==> config.mk <==
export PLATFORM = sky130hd
export DESIGN_NAME = dt_engine
export DESIGN_NICKNAME = d
export VERILOG_FILES = /design/src/rtl/dt_engine.sv
export SDC_FILE = /design/constraint.sdc
export NUM_CORES = 1
export LEC_CHECK = 0
export ABC_AREA = 1
export CORE_AREA = 2 2 125 127
export DETAILED_ROUTE_END_ITERATION = 7
export DIE_AREA = 0 0 127 129
export PLACE_DENSITY = 0.69
export SLEW_MARGIN = 0
export SYNTH_ARGS = -nofsm -noshare
export SYNTH_HDL_FRONTEND = slang
export SYNTH_SLANG_ARGS = --single-unit
==> constraint.sdc <==
create_clock -name clk -period 3.7 [get_ports clk]
set_input_delay 0.37 -clock clk [delete_from_list [all_inputs] [get_ports clk]]
set_output_delay 0.37 -clock clk [all_outputs]
set_load 0.005 [all_outputs]
==> src/rtl/dt_engine.sv <==
// In-place two-pass chamfer distance transform over an external single-port SRAM.
// Define DT_MODE_8N_EN to build the chessboard (8-neighbour) slots and honour `mode`.
module dt_engine #(
    parameter int unsigned IMG_W  = 640,
    parameter int unsigned IMG_H  = 480,
    parameter int unsigned PIX_W  = 8,
    parameter int unsigned X_W    = 10,
    parameter int unsigned ADDR_W = 20
) (
    input  logic              clk,
    input  logic              rst,
    input  logic              start,
    input  logic              mode,
    output logic              busy,
    output logic              done,
    output logic              mem_ce,
    output logic              mem_we,
    output logic [ADDR_W-1:0] mem_addr,
    output logic [PIX_W-1:0]  mem_wdata,
    input  logic [PIX_W-1:0]  mem_rdata
);

    localparam int unsigned Y_W  = ADDR_W - X_W;
    localparam int unsigned PH_W = 3;
    localparam logic [PIX_W-1:0] MAXV   = '1;
    localparam logic [X_W-1:0]   X_LAST = X_W'(IMG_W - 1);
    localparam logic [Y_W-1:0]   Y_LAST = Y_W'(IMG_H - 1);
`ifdef DT_MODE_8N_EN
    localparam bit HAS_8N = 1'b1;
`else
    localparam bit HAS_8N = 1'b0;
`endif

    typedef enum logic [1:0] {IDLE, FWD, BWD, DONE} state_t;

    state_t            state;
    logic              mode_q;
    logic [PH_W-1:0]   ph;
    logic [X_W-1:0]    x;
    logic [Y_W-1:0]    y;
    logic [PIX_W-1:0]  acc;
    logic              rd_vld;

    logic [PH_W-1:0]   n_slots;
    logic [PH_W-1:0]   wr_ph;
    logic [PH_W-1:0]   nph;
    logic [X_W-1:0]    nx, sx;
    logic [Y_W-1:0]    ny, sy;
    logic              pass_end;
    logic              s_vld;
    logic              lft, rgt, top, bot;
    logic [PIX_W-1:0]  val, inc, acc_nxt;

    assign n_slots = mode_q ? PH_W'(5) : PH_W'(3);
    assign wr_ph   = n_slots + PH_W'(1);

    // Next pixel position / phase; a pass ends on the write cycle of its last pixel.
    always_comb begin
        nph      = ph + PH_W'(1);
        nx       = x;
        ny       = y;
        pass_end = 1'b0;
        if (ph == wr_ph) begin
            nph = '0;
            if (state == BWD) begin
                if (x == '0) begin
                    nx       = X_LAST;
                    ny       = y - Y_W'(1);
                    pass_end = (y == '0);
                end else begin
                    nx = x - X_W'(1);
                end
            end else begin
                if (x == X_LAST) begin
                    nx       = '0;
                    ny       = y + Y_W'(1);
                    pass_end = (y == Y_LAST);
                end else begin
                    nx = x + X_W'(1);
                end
            end
            if (pass_end) begin
                nx = X_LAST;
                ny = Y_LAST;
            end
        end
    end

    // Neighbour address and in-image test for the slot issued in the next cycle.
    always_comb begin
        s_vld = 1'b0;
        sx    = nx;
        sy    = ny;
        lft   = (nx != '0);
        rgt   = (nx != X_LAST);
        top   = (ny != '0);
        bot   = (ny != Y_LAST);
        case (nph)
            PH_W'(0): s_vld = 1'b1;
            PH_W'(1): begin
                if (state == BWD) begin
                    sx    = nx + X_W'(1);
                    s_vld = rgt;
                end else begin
                    sx    = nx - X_W'(1);
                    s_vld = lft;
                end
            end
            PH_W'(2): begin
                if (state == BWD) begin
                    sy    = ny + Y_W'(1);
                    s_vld = bot;
                end else begin
                    sy    = ny - Y_W'(1);
                    s_vld = top;
                end
            end
`ifdef DT_MODE_8N_EN
            PH_W'(3): begin
                if (state == BWD) begin
                    sx    = nx + X_W'(1);
                    sy    = ny + Y_W'(1);
                    s_vld = rgt && bot;
                end else begin
                    sx    = nx - X_W'(1);
                    sy    = ny - Y_W'(1);
                    s_vld = lft && top;
                end
            end
            PH_W'(4): begin
                if (state == BWD) begin
                    sx    = nx - X_W'(1);
                    sy    = ny + Y_W'(1);
                    s_vld = lft && bot;
                end else begin
                    sx    = nx + X_W'(1);
                    sy    = ny - Y_W'(1);
                    s_vld = rgt && top;
                end
            end
`endif
            default: ;
        endcase
    end

    // Running minimum; skipped slots contribute MAXV and increments saturate.
    always_comb begin
        val = rd_vld ? mem_rdata : MAXV;
        inc = (val == MAXV) ? MAXV : val + PIX_W'(1);
        if (ph == PH_W'(1)) begin
            if (state == BWD) acc_nxt = val;
            else              acc_nxt = (val == '0) ? '0 : MAXV;
        end else begin
            acc_nxt = (inc < acc) ? inc : acc;
        end
    end

    always_ff @(posedge clk or posedge rst) begin
        if (rst) begin
            state     <= IDLE;
            mode_q    <= 1'b0;
            ph        <= '0;
            x         <= '0;
            y         <= '0;
            acc       <= '0;
            rd_vld    <= 1'b0;
            busy      <= 1'b0;
            done      <= 1'b0;
            mem_ce    <= 1'b0;
            mem_we    <= 1'b0;
            mem_addr  <= '0;
            mem_wdata <= '0;
        end else begin
            case (state)
                IDLE: begin
                    done   <= 1'b0;
                    rd_vld <= 1'b0;
                    if (start) begin
                        state    <= FWD;
                        mode_q   <= mode & HAS_8N;
                        ph       <= '0;
                        x        <= '0;
                        y        <= '0;
                        busy     <= 1'b1;
                        mem_ce   <= 1'b1;
                        mem_we   <= 1'b0;
                        mem_addr <= '0;
                    end
                end
                FWD, BWD: begin
                    rd_vld <= mem_ce && !mem_we;
                    if (ph >= PH_W'(1) && ph <= n_slots) acc <= acc_nxt;
                    if (ph == n_slots) mem_wdata <= acc_nxt;
                    ph       <= nph;
                    x        <= nx;
                    y        <= ny;
                    mem_ce   <= (nph < n_slots) ? s_vld : (nph == wr_ph);
                    mem_we   <= (nph == wr_ph);
                    mem_addr <= {sy, sx};
                    if (pass_end) begin
                        if (state == FWD) begin
                            state <= BWD;
                        end else begin
                            state  <= DONE;
                            busy   <= 1'b0;
                            done   <= 1'b1;
                            mem_ce <= 1'b0;
                            mem_we <= 1'b0;
                        end
                    end
                end
                DONE: begin
                    done  <= 1'b0;
                    state <= IDLE;
                end
                default: state <= IDLE;
            endcase
        end
    end

endmodule
# [After elaboration in Yosys (flattened, before gate mapping)]
# Cells that the tools add are included.
[totals] register_bits=66 output_inout_bits=32
[op_classes] n_addsub=10 magnitude_cmp=4 n_eq_ne=17 mux=56 n_reduce_logical=19
[op_table] op="10-bit two-way mux" n=15
[op_table] op="8-bit two-way mux" n=6
[op_table] op="10-bit by 1-bit adder with 10-bit output, second input constant" n=4
[op_table] op="10-bit case mux with 2 select lines" n=2
[op_table] op="20-bit case mux with 2 select lines" n=1
[op_table] op="10-bit by 1-bit subtractor with 10-bit output, second input constant" n=4
[op_table] op="10-bit zero test" n=2
[op_table] op="20-bit two-way mux" n=1
[op_table] op="10-bit nonzero test" n=2
[op_table] op="1-bit two-way mux" n=19
[op_table] op="10-bit equality test, second input constant" n=1
[op_table] op="10-bit by 9-bit equality test with 1-bit output, second input constant" n=1
[op_table] op="10-bit inequality test, second input constant" n=1
[op_table] op="10-bit by 9-bit inequality test with 1-bit output, second input constant" n=1
[op_table] op="1-bit case mux with 2 select lines" n=5
[op_table] op="2-bit AND reduction" n=5
[op_table] op="8-bit by 1-bit adder with 8-bit output, second input constant" n=1
[op_table] op="8-bit equality test, second input constant" n=1
[op_table] op="8-bit zero test" n=1
[op_table] op="8-bit less-than comparator" n=1
[op_table] op="3-bit by 1-bit equality test with 1-bit output, second input constant" n=2
[op_table] op="3-bit by 2-bit equality test with 1-bit output, second input constant" n=2
[op_table] op="3-bit equality test, second input constant" n=2
[op_table] op="3-bit two-way mux" n=2
[op_table] op="other kinds (18)" n=24

# [Logic depth before layout (Yosys ltp)]
# Gate-level depths: netlist of run 1.
[depth] ltp_word=13 ltp_mapped=26

# [Worst setup path before layout of run 1]
# Ideal clock, no wire load.
[synth_path] path_kind="reg-to-reg" startpoint="register state[0]" endpoint="register mem_addr[18]" setup_ps=125 arrival_ps=3066 required_time_ps=3575 setup_slack_ps=509 stages_incl_launch_ff=21 path_buffers=2 cell_sequence="dfrtp_1 > inv_1 > ha_1 > inv_2 > buf_4 > clkbuf_1 > ha_1 > inv_1 > nor2_1 > o21ai_0 > nand2_1 > a21oi_1 > o21bai_1 > nand2_1 > inv_1 > nor2_1 > nor2_1 > nor2_1 > nor2_1 > o221ai_1 > nand2_1"
[synth_via] elab_chain_cells=9 word_cells_on_any_way=17 classes_between="add/sub: 2; eq/ne: 3; mux: 8; reduce/logical: 4"
[synth_rtl] element="start: declaration" line_no="36" text="state_t state;"
[synth_rtl] element="start signal: assignment" line_no="160" text="state <= IDLE;"
[synth_rtl] element="start signal: assignment" line_no="179" text="state <= FWD;"
[synth_rtl] element="start signal: assignment" line_no="202" text="state <= BWD;"
[synth_rtl] element="2-bit equality test" line_no="65, 110, 174"
[synth_rtl] element="1-bit two-way mux" line_no="65" text="if (state == BWD) begin"
[synth_rtl] element="1-bit two-way mux" line_no="63" text="if (ph == wr_ph) begin"
[synth_rtl] element="10-bit two-way mux" line_no="82" text="if (pass_end) begin"
[synth_rtl] element="10-bit two-way mux" line_no="63"
[synth_rtl] element="10-bit by 1-bit subtractor with 10-bit output / 10-bit by 1-bit adder with 10-bit output (equally long branches)" line_no="114, 111"
[synth_rtl] element="10-bit two-way mux" line_no="110" text="if (state == BWD) begin"
[synth_rtl] element="10-bit two-way mux" line_no="98" text="case (nph)"
[synth_rtl] element="20-bit case mux with 2 select lines" line_no="174" text="case (state)"
[synth_rtl] element="end signal: assignment" line_no="199" text="mem_addr <= {sy, sx};"
[synth_rtl] element="end: declaration" line_no="18" text="output logic [ADDR_W-1:0] mem_addr,"
# Several ways; a longest one is shown, not always the timed one. The select of a mux whose other input is x is not followed.
# A chain may end at the register's enable or synchronous reset.

# [Worst setup path in the final report of run 1]
[layout_path] startpoint="register x[0]" endpoint="register mem_addr[19]"
[layout_via] elab_chain_cells=10 word_cells_on_any_way=16 classes_between="add/sub: 2; eq/ne: 1; mux: 12; reduce/logical: 1"
[layout_rtl] element="start: declaration" line_no="39" text="logic [X_W-1:0] x;"
[layout_rtl] element="start signal: assignment" line_no="195" text="x <= nx;"
[layout_rtl] element="10-bit equality test / 10-bit zero test (equally long branches)" line_no="74, 66"
[layout_rtl] element="1-bit two-way mux (on tied branches)" line_no="74, 66"
[layout_rtl] element="1-bit two-way mux" line_no="65"
[layout_rtl] element="1-bit two-way mux" line_no="63"
[layout_rtl] element="10-bit two-way mux *" line_no="82"
[layout_rtl] element="10-bit two-way mux *" line_no="63"
[layout_rtl] element="10-bit by 1-bit subtractor with 10-bit output / 10-bit by 1-bit adder with 10-bit output (equally long branches)" line_no="114, 111"
[layout_rtl] element="10-bit two-way mux" line_no="110"
[layout_rtl] element="10-bit two-way mux *" line_no="98"
[layout_rtl] element="20-bit case mux with 2 select lines *" line_no="174"
# Mark *: on every way between the ends. The rest lies on a longest branch, timed or not. The select of a mux whose other input is x is not followed.

==> metrics.yaml, run 1 <==
finish:
  stdcell_area_um2: 7000
  drive_gt1_share_pct: 13.6
  nFillCells: 1528
  area_delta_synth_final_pct: 18.1
  num_antenna_cells: 0
  nNetsFinal: 998
critical_path:
  r2r-end: "mem_addr[19]$_DFFE_PP0P_"
  crit_required_ns: 3.97
  r2r-start: "x[0]$_DFFE_PP0P_"
  worstSetupStartpointType: "flip-flop"
  crit_arrival_ns: 3.74
  crit_start: "x[0]$_DFFE_PP0P_"
  cpMostUsedCell: "nand2_1"
  crit_slowest_cell: "dfrtp_2"
  crit_type: "flip-flop to flip-flop"
  worstPathCellList: "inv_1 > ha_2 > inv_1 > nor2_2 > nand3_2 > nor2_4 > buf_4 > buf_4 > nand3_1 > nand2_1 > a21oi_1 > nor2_2 > inv_2 > ha_1 > nand2_1 > o21ai_0 > nand2_1 > o2111ai_1 > xor2_1 > nand2_1 > nand2_1 > nand2_1 > o21ai_1"
  r2r_cells: 23
  critPathMaxStageDelay_ns: 0.44
  worstSetupEndpointType: "flip-flop"
  ff2ff_setup_slack_ns: 0.22
  critPathMaxFanout: 5
clocking:
  cts-root-buf: "clkbuf_16"
  cts_tree: "done"
  cts_buffer_depth: 2
  clkLatencyLatePin_ns: 0.34
  htree_levels: 3
  cts.sinks: 66
  clk_pin_slew_ns: 0.06
  numCtsBuffers: 9
  cts.hold.buffers_added: 0
synth:
  synth_common_cells: "nand2_1, nor2_1, inv_1, nand3_1, dfrtp_1"
  synth-seq-cells: 66
  async_reset_ff_share_pct: 100
  syn_avg_cell_area_um2: 6.68
  synth_top_cell_by_area: "dfrtp_1"
  syn_inst: 887
  synthDistinctLibCells: 47
  yosysSeqAreaShare_pct: 27.9
  ys_warn_count: 0
  yosys-top-cells-area: "dfrtp_1, nand2_1, ha_1"
  synth_edf_count: 0
  synth_top_area_share_pct: 27.9
  synth_area_um2: 5930
  syn-num-nets: 941
  synth.most_common_cell: "nand2_1"
  synth_flop_cell: "dfrtp_1"
floorplanning:
  rows: 45
  core_area_um2: 15000
  die_y_um: 129
  dieArea_um2: 16400
  die-width_um: 127
  ioPinCount: 44
  start_util_pct: 39.6
routing:
  routed_wl_um: 16300
  drtAntennaViolNets: 0
  vias: 6060
  wire_per_inst_um: 14.4
  drt_iter0_markers: 400
  drt-pass1-iter-count: 5
  vias_per_cell: 5.33
  drc: 0
placement:
  place_area_um2: 6620
  portBuffers: 42
  gp_congestion: 0.931
  place_hpwl_um: 12100
hold_path:
  hold_end: "mem_wdata[4]$_DFFE_PP0P_"
  hp-class: "flip-flop to flip-flop"
  hold_depth: 2
  min_from: "mem_wdata[4]$_DFFE_PP0P_"
grt:
  grt_antenna_before_repair: 0
  grt_pass1_wl_um: 27300
  grt-ovfl-total: 0
  grt_max_degree: 51
  grt_pass1_vias: 5698
  grt_usage_pct: 20.6
timing:
  min_period_ns: 3.48
  min_period_over_period_pct: 94.0
  timing.slew.headroom_pct: 26.1
  finalMaxSlewViolations: 0
  hold_viol: 0
  fin_skew_ns: 0.00656
  worstMarginPinSlew_ns: 1.11
  finalSetupViolations: 0
  rsz0062_at_grt: "true"
  whs_ns: 0.477
  timing.fmax_mhz: 288
job:
  max_cap_viol_count: 0
status:
  status: "finished, final reports clean"
==> layout make-up <==
type                    count  area (um2)  share of cell area (%)
clock buffers              13         250                    3.57
clock inverters             3        15.0                   0.214
inverters                 118         450                    6.43
multi-input cells         677        3730                    53.3
flip-flops and latches     66        1650                    23.6
well taps                 188         235                    3.36
repair buffers             72         669                    9.56
==> metal layers <==
metal | up-vias | share of wire [%] | wire (um) | GRT usage, %
li1 | 3030 | - | - | -
met1 | 2818 | 45 | 7300 | 25.9
met2 | 179 | 48 | 7820 | 35.2
met3 | 33 | 5.4 | 880 | 4.03
met4 | 0 | 2.1 | 344 | 7.50
met5 | - | 0 | 0 | 0
==> through the flow <==
| step | setup TNS, ns | setup slack [ns] | std cells | utilization, % |
|---|---|---|---|---|
| finish | 0 | 0.224 | 1137 | 46.8 |
| global route | -0.0352 | -0.0352 | 1137 | 46.8 |
| CTS | 0 | 0.153 | 1131 | 46.0 |
| detailed placement | 0 | 0.178 | 1115 | 44.2 |
| global placement | 0 | 0.207 | 1115 | 44.2 |
| floorplan | 0 | 0.509 | 887 | - |
==> state kept, by name, summed over array words and instances (netlist names) <==
register	flops
mem_addr	20
x	10
y	10
acc	8
mem_wdata	8
ph	3
state	2
busy	1
done	1
mem_ce	1
mem_we	1
rd_vld	1
==> logic make-up after synthesis <==
family / count (synthesis) / share of synthesized area (%)
AND/OR/NAND/NOR: 467 / 35.5
AO/OA/AOI/OAI: 158 / 16.0
buffers and inverters: 144 / 10.0
flip-flops: 66 / 27.9
adder cells (fa/ha/maj): 42 / 9.12
XOR/XNOR: 10 / 1.48
==> worst max-delay path by stage <==
stage	slack (ns)	cells past startpoint	end
finish	0.22	23	mem_addr[19]$_DFFE_PP0P_
global route	-0.04	27	mem_addr[18]$_DFFE_PP0P_
CTS	0.15	21	mem_addr[8]$_DFFE_PP0P_
detailed placement	0.18	20	acc[5]$_DFFE_PP0P_
global placement	0.21	20	acc[6]$_DFFE_PP0P_
floorplan	0.51	20	mem_addr[18]$_DFFE_PP0P_
==> timing repair <==
action                                  CTS  global route
setup buffers                             0             6
endpoints found under the setup margin    0             8
resized for setup                         0            18
==> cell usage in the layout, fill, tap and decap left out, drive strengths merged, types with 5 or more instances in the layout <==
cell type        n
buf             30
clkdlybuf4s50   42
nor2           119
or2              5
nand4           13
a32o             6
xor2             6
ha              40
a31oi           10
o211ai           6
nand2          244
clkinv           5
a21oi           40
o21bai           5
inv            116
nand3           81
clkbuf          13
dfrtp           66
o21ai           60
o22ai           24
==> critical path: cells and delay by family, from the launching register on <==
kind,cells,cell delay (ns)
AO/OA/AOI/OAI,4,0.62
XOR/XNOR,1,0.18
adder cells (fa/ha/maj),2,0.53
buffers and inverters,5,0.46
flip-flops,1,0.44
AND/OR/NAND/NOR,11,1.17
Power of run 1 is not shown: default switching activity piles up to over one toggle a cycle in this logic, so the estimate is an artifact.
==> run 2, diff against run 1 <==
--- a/config.mk
+++ b/config.mk
@@ -6,9 +6,9 @@
 export NUM_CORES = 1
 export LEC_CHECK = 0
 export ABC_AREA = 1
-export CORE_AREA = 2 2 125 127
+export CORE_AREA = 4 4 127 129
 export DETAILED_ROUTE_END_ITERATION = 7
-export DIE_AREA = 0 0 127 129
+export DIE_AREA = 0 0 131 133
 export PLACE_DENSITY = 0.69
 export SLEW_MARGIN = 0
 export SYNTH_ARGS = -nofsm -noshare
==> run 2 against run 1 <==
Net effect:
- wire length increased by 1.1%
- core utilization grew 0.12 points
- non-clock buffer count down 5
- register-to-register slack better by 0.04 ns
- clock-buffer cell count shrank 1
- maximum frequency rose by 1.1%
- cell count down 0.44%
- final area rose by 0.64%
- global-route usage decreased by 1.0 points
- critical path depth is 1 lower
- worst setup slack better by 0.038 ns
- hold slack improved by 0.0018 ns
==> metrics.yaml, run 2 (synthesized netlist as in run 1, its figures left out) <==
finish:
  fin_util_pct: 46.9  # +0.12 points
  drive_gt1_share_pct: 13.1  # -0.46 points
  largest_reg_flops: 20  # unchanged
  num_antenna_cells: 0  # unchanged
  largest-register: "mem_addr"
  nNetsFinal: 993  # -0.50%
  final_common_cell: "nand2_1"
  layout_common_cells: "nand2_1, nor2_1, inv_1"
  reg_top3: "mem_addr (20), x (10), y (10)"
  area_delta_synth_final_pct: 18.9
routing:
  routed_wl_um: 16500  # +1.1%
  drt_iter0_markers: 272  # -32%
  wire_per_inst_um: 14.6  # +1.6%
  drt-pass1-iter-count: 5  # unchanged
  vias: 6018  # -0.69%
  drtAntennaViolNets: 0  # unchanged
  vias_per_cell: 5.32  # -0.25%
  drc: 0  # unchanged
floorplanning:
  rows: 45  # unchanged
  die_y_um: 133  # +3.1%
  dieArea_um2: 17400  # +6.3%
  die-width_um: 131  # +3.1%
  ioPinCount: 44  # unchanged
  core_area_um2: 15000  # +0.38%
  start_util_pct: 39.4  # -0.15 points
clocking:
  clk_pin_slew_ns: 0.06  # about the same
  cts.hold.buffers_added: 0  # unchanged
  cts_tree: "done"
  cts_buffer_depth: 2  # unchanged
  cts-root-buf: "clkbuf_16"
  cts.sinks: 66  # unchanged
  numCtsBuffers: 9  # unchanged
  clkLatencyLatePin_ns: 0.34  # about the same
  htree_levels: 3  # unchanged
timing:
  fin_skew_ns: 0.00921  # +0.00265 ns
  min_period_over_period_pct: 92.9  # -1.0 points
  min_period_ns: 3.44  # -0.0376 ns
  finalSetupViolations: 0  # unchanged
  timing.slew.headroom_pct: 34.0  # +7.9 points
  finalMaxSlewViolations: 0  # unchanged
  worst_slack_ns: 0.261  # +0.0376 ns
  setup_tns_ns: 0  # unchanged
  worstMarginPinSlew_ns: 0.986  # -0.121 ns
  timing.fmax_mhz: 291  # +1.1%
  hold_viol: 0  # unchanged
grt:
  grt_max_degree: 33  # -35%
  grt_pass1_vias: 5902  # +3.6%
  grt_pass1_wl_um: 27600  # +1.2%
  grt_antenna_before_repair: 0  # unchanged
  grt_usage_pct: 19.5  # -1.0 points
  grt-ovfl-total: 0  # unchanged
critical_path:
  crit_type: "flip-flop to flip-flop"
  crit_arrival_ns: 3.66  # -0.08 ns
  r2r_cells: 22  # -4.3%
  crit_required_ns: 3.92  # -0.05 ns
  worstSetupStartpointType: "flip-flop"
  worstSetupEndpointType: "flip-flop"
  critPathMaxFanout: 7  # +2
placement:
  dp_worst_setup_slack_ns: 0.0589  # -0.119 ns
  gp_congestion: 0.898  # -3.6%
  portBuffers: 42  # unchanged
  place_hpwl_um: 12100  # -0.15%
hold_path:
  hp-class: "input port to asynchronous set/reset pin"
status:
  status: "finished, final reports clean"
job:
  max_cap_viol_count: 0  # unchanged
run 2: cell types whose count changed in the layout (fill, tap and decap cells not counted), moves of 2 or more:
| cell | before | now |
|---|---|---|
| buf_4 | 27 | 23 |
| bufinv_16 | 0 | 3 |
| clkinv_2 | 3 | 0 |
| clkbuf_1 | 3 | 1 |
| ha_2 | 2 | 0 |
| ha_4 | 0 | 2 |
run 2: area by class of cell:
class                           instances  area (um2)
Clock inverter                          4        97.6
Inverter                              118         450
Multi-Input combinational cell        677        3730
Timing Repair Buffer                   67         624
Tap cell                              188         235
Fill cell                            1503        7980
Clock buffer                           12         256
Sequential cell                        66        1650
run 2: worst max-delay path: stages (launching register included):
cell,delay [ns]
dfrtp_2,0.44
ha_1,0.23
nand2_1,0.10
nor2_2,0.06
nand2_1,0.08
nor2_1,0.05
nand2_1,0.15
nand3_4,0.17
buf_4,0.18
o21bai_2,0.19
inv_1,0.10
ha_1,0.34
nand2_1,0.07
o21ai_1,0.21
a21oi_1,0.11
o21bai_1,0.18
nand2_1,0.07
inv_1,0.08
o21a_1,0.12
nor2_1,0.05
xnor2_1,0.11
o21ai_1,0.13
nand2_1,0.07
run 2: through the flow:
step                      cells  instance area, um2  hold slack, ns
final                      1132                7050           0.479
after global routing       1132                7050           0.501
after CTS                  1129                6970           0.481
after detailed placement   1113                6620           0.465
after global placement     1113                6620           0.463
after floorplan             887                5930           0.449
run 2: final timing paths:
kind	slack, ns	end	from
setup / recovery	0.26	mem_addr[8]$_DFFE_PP0P_	x[0]$_DFFE_PP0P_
hold / removal	0.48	mem_wdata[4]$_DFFE_PP0P_	rst
setup reg to reg	0.26	mem_addr[8]$_DFFE_PP0P_	x[0]$_DFFE_PP0P_
hold reg to reg	0.48	mem_addr[3]$_DFFE_PP0P_	mem_addr[3]$_DFFE_PP0P_
max in group asynchronous	2.45	mem_addr[6]$_DFFE_PP0P_	rst
min in group clk	0.48	mem_addr[3]$_DFFE_PP0P_	mem_addr[3]$_DFFE_PP0P_
run 2: layer usage:
metal	routed length (um)	GRT usage [%]	vias to the layer above
li1	-	-	3019
met1	7140	23.9	2798
met2	8220	34.0	180
met3	959	4.68	21
met4	210	4.80	0
met5	0	0	-
run 2: timing repair:
action | 4_1_cts | 5_1_grt
setup buffers | 0 | 3
endpoints found under the setup margin | 0 | 4
gates resized for setup | 0 | 14
Power of run 2 is left out for the same reason.
==> run 3, diff against run 2 <==
--- a/config.mk
+++ b/config.mk
@@ -9,7 +9,7 @@
 export CORE_AREA = 4 4 127 129
 export DETAILED_ROUTE_END_ITERATION = 7
 export DIE_AREA = 0 0 131 133
-export PLACE_DENSITY = 0.69
+export PLACE_DENSITY = 0.59
 export SLEW_MARGIN = 0
 export SYNTH_ARGS = -nofsm -noshare
 export SYNTH_HDL_FRONTEND = slang
==> run 3 against run 2 <==
Net effect:
- hold slack worse by 0.0012 ns
- cell count increased by 0.53%
- die area stayed put
- flip-flop and latch count stayed put
- non-clock buffer count is 6 higher
- via count down 0.85%
- critical path type unchanged
- maximum frequency is 2.4% higher
- critical endpoint is now mem_addr[18]$_DFFE_PP0P_
- clock skew decreased by 0.0036 ns
- core utilization increased by 0.12 points
- worst setup slack improved by 0.080 ns
==> metrics.yaml, run 3 (synthesized netlist as in run 1, its figures left out) <==
floorplanning:
  die-width_um: 131  # unchanged
  die_y_um: 133  # unchanged
  start_util_pct: 39.4  # unchanged
  ioPinCount: 44  # unchanged
  dieArea_um2: 17400  # unchanged
  core_area_um2: 15000  # unchanged
  rows: 45  # unchanged
finish:
  area_delta_synth_final_pct: 19.2
  largest-register: "mem_addr"
  fin_cells: 1138  # +0.53%
  multiInputGateArea_um2: 3730  # unchanged
  nFillCells: 1574  # +4.7%
  drive_gt1_share_pct: 13.9  # +0.76 points
  fin_util_pct: 47.0  # +0.12 points
  nNetsFinal: 999  # +0.60%
  reg_top3: "mem_addr (20), x (10), y (10)"
  final_common_cell: "nand2_1"
  num_antenna_cells: 0  # unchanged
  regArea_um2: 1650  # unchanged
  layout_common_cells: "nand2_1, nor2_1, inv_1"
  largest_reg_flops: 20  # unchanged
  stdcell_area_um2: 7070  # +0.25%
critical_path:
  worstSetupEndpointType: "flip-flop"
  r2r_cells: 27  # +23%
  crit_required_ns: 3.92  # about the same
  critPathMaxFanout: 4  # -3
  crit_arrival_ns: 3.58  # -0.08 ns
  worstSetupStartpointType: "flip-flop"
  crit_type: "flip-flop to flip-flop"
timing:
  timing.fmax_mhz: 298  # +2.4%
  min_period_ns: 3.36  # -0.0797 ns
  finalSetupViolations: 0  # unchanged
  worstMarginPinSlew_ns: 0.716  # -0.270 ns
  timing.slew.headroom_pct: 52.2  # +18 points
  finalMaxSlewViolations: 0  # unchanged
  hold_viol: 0  # unchanged
  setup_tns_ns: 0  # unchanged
  min_period_over_period_pct: 90.8  # -2.2 points
  fin_skew_ns: 0.00565  # -0.00356 ns
grt:
  grt_antenna_before_repair: 0  # unchanged
  grt-ovfl-total: 0  # unchanged
  grt_usage_pct: 20.4  # +0.84 points
  grt_max_degree: 30  # -9.1%
  grt_pass1_vias: 5623  # -4.7%
  grt_pass1_wl_um: 28200  # +2.1%
clocking:
  clk_pin_slew_ns: 0.06  # about the same
  cts-root-buf: "clkbuf_16"
  clkLatencyLatePin_ns: 0.34  # about the same
  cts.hold.buffers_added: 0  # unchanged
  cts_buffer_depth: 2  # unchanged
  numCtsBuffers: 9  # unchanged
  cts_tree: "done"
  cts.sinks: 66  # unchanged
  htree_levels: 3  # unchanged
routing:
  wire_per_inst_um: 15.3  # +4.6%
  drt-pass1-iter-count: 5  # unchanged
  routed_wl_um: 17400  # +5.1%
  drt_iter0_markers: 374  # +38%
  vias: 5967  # -0.85%
  drc: 0  # unchanged
  vias_per_cell: 5.24  # -1.4%
  drtAntennaViolNets: 0  # unchanged
status:
  status: "finished, final reports clean"
placement:
  placed_cells: 1118  # +0.45%
  place_area_um2: 6640  # +0.38%
  gp_congestion: 0.873  # -2.8%
  portBuffers: 42  # unchanged
  place_hpwl_um: 12900  # +6.6%
job:
  max_cap_viol_count: 0  # unchanged
hold_path:
  hp-class: "input port to asynchronous set/reset pin"
## run 3: per-stage QoR
stage / setup slack, ns / hold WS (ns)
floorplan: 0.509 / 0.449
global placement: 0.192 / 0.464
detailed placement: 0.128 / 0.469
CTS: 0.141 / 0.485
global route: -0.0118 / 0.506
finish: 0.341 / 0.477
## run 3: worst paths after layout
kind / start / to / slack [ns]
max in group asynchronous: rst / mem_addr[7]$_DFFE_PP0P_ / 2.44
hold / removal: rst / mem_wdata[4]$_DFFE_PP0P_ / 0.48
hold reg to reg: mem_addr[4]$_DFFE_PP0P_ / mem_addr[4]$_DFFE_PP0P_ / 0.48
setup / recovery: x[1]$_DFFE_PP0P_ / mem_addr[18]$_DFFE_PP0P_ / 0.34
setup reg to reg: x[1]$_DFFE_PP0P_ / mem_addr[18]$_DFFE_PP0P_ / 0.34
min in group clk: mem_addr[4]$_DFFE_PP0P_ / mem_addr[4]$_DFFE_PP0P_ / 0.48
## run 3: final cells by class
cell class / count / area share, %
inverter: 118 / 6.37
tap: 188 / 3.33
timing repair buffer: 73 / 9.30
sequential: 66 / 23.4
multi-input combinational: 677 / 52.8
clock inverter: 4 / 1.03
clock buffer: 12 / 3.77
## run 3: timing repair
action	4_1_cts	5_1_grt
gates resized for setup	0	15
buffers inserted	0	4
endpoints found under the setup margin	0	3
## run 3: metal layers
layer  up-vias  part of all wire, %  wire [um]  track usage, %
met5         -                    0          0               0
met4         0                  1.8        305            5.26
met3        20                  3.5        611            3.92
met2       142                   50       8710            35.2
met1      2770                   45       7760            25.7
li1       3035                    -          -               -
## run 3: worst max-delay path: stages (launching register included)
cell and delay, ns:
dfrtp_1 0.43, inv_2 0.10, ha_2 0.18, inv_1 0.06
nor2_2 0.12, nand3_2 0.12, nor2_4 0.15, buf_4 0.15
nand3b_1 0.07, nand2_1 0.06, nor2_1 0.05, nand2_1 0.05
nand2_1 0.10, fa_2 0.39, nor2_1 0.10, o21ai_0 0.08
nand2_1 0.11, a21oi_1 0.09, o21bai_1 0.17, nand2_1 0.07
inv_1 0.07, nor2_1 0.04, nor2_1 0.08, nor2_1 0.05
nand2_1 0.05, nand2_1 0.05, o221ai_1 0.16, nand2_1 0.06
Power of run 3 is left out for the same reason.
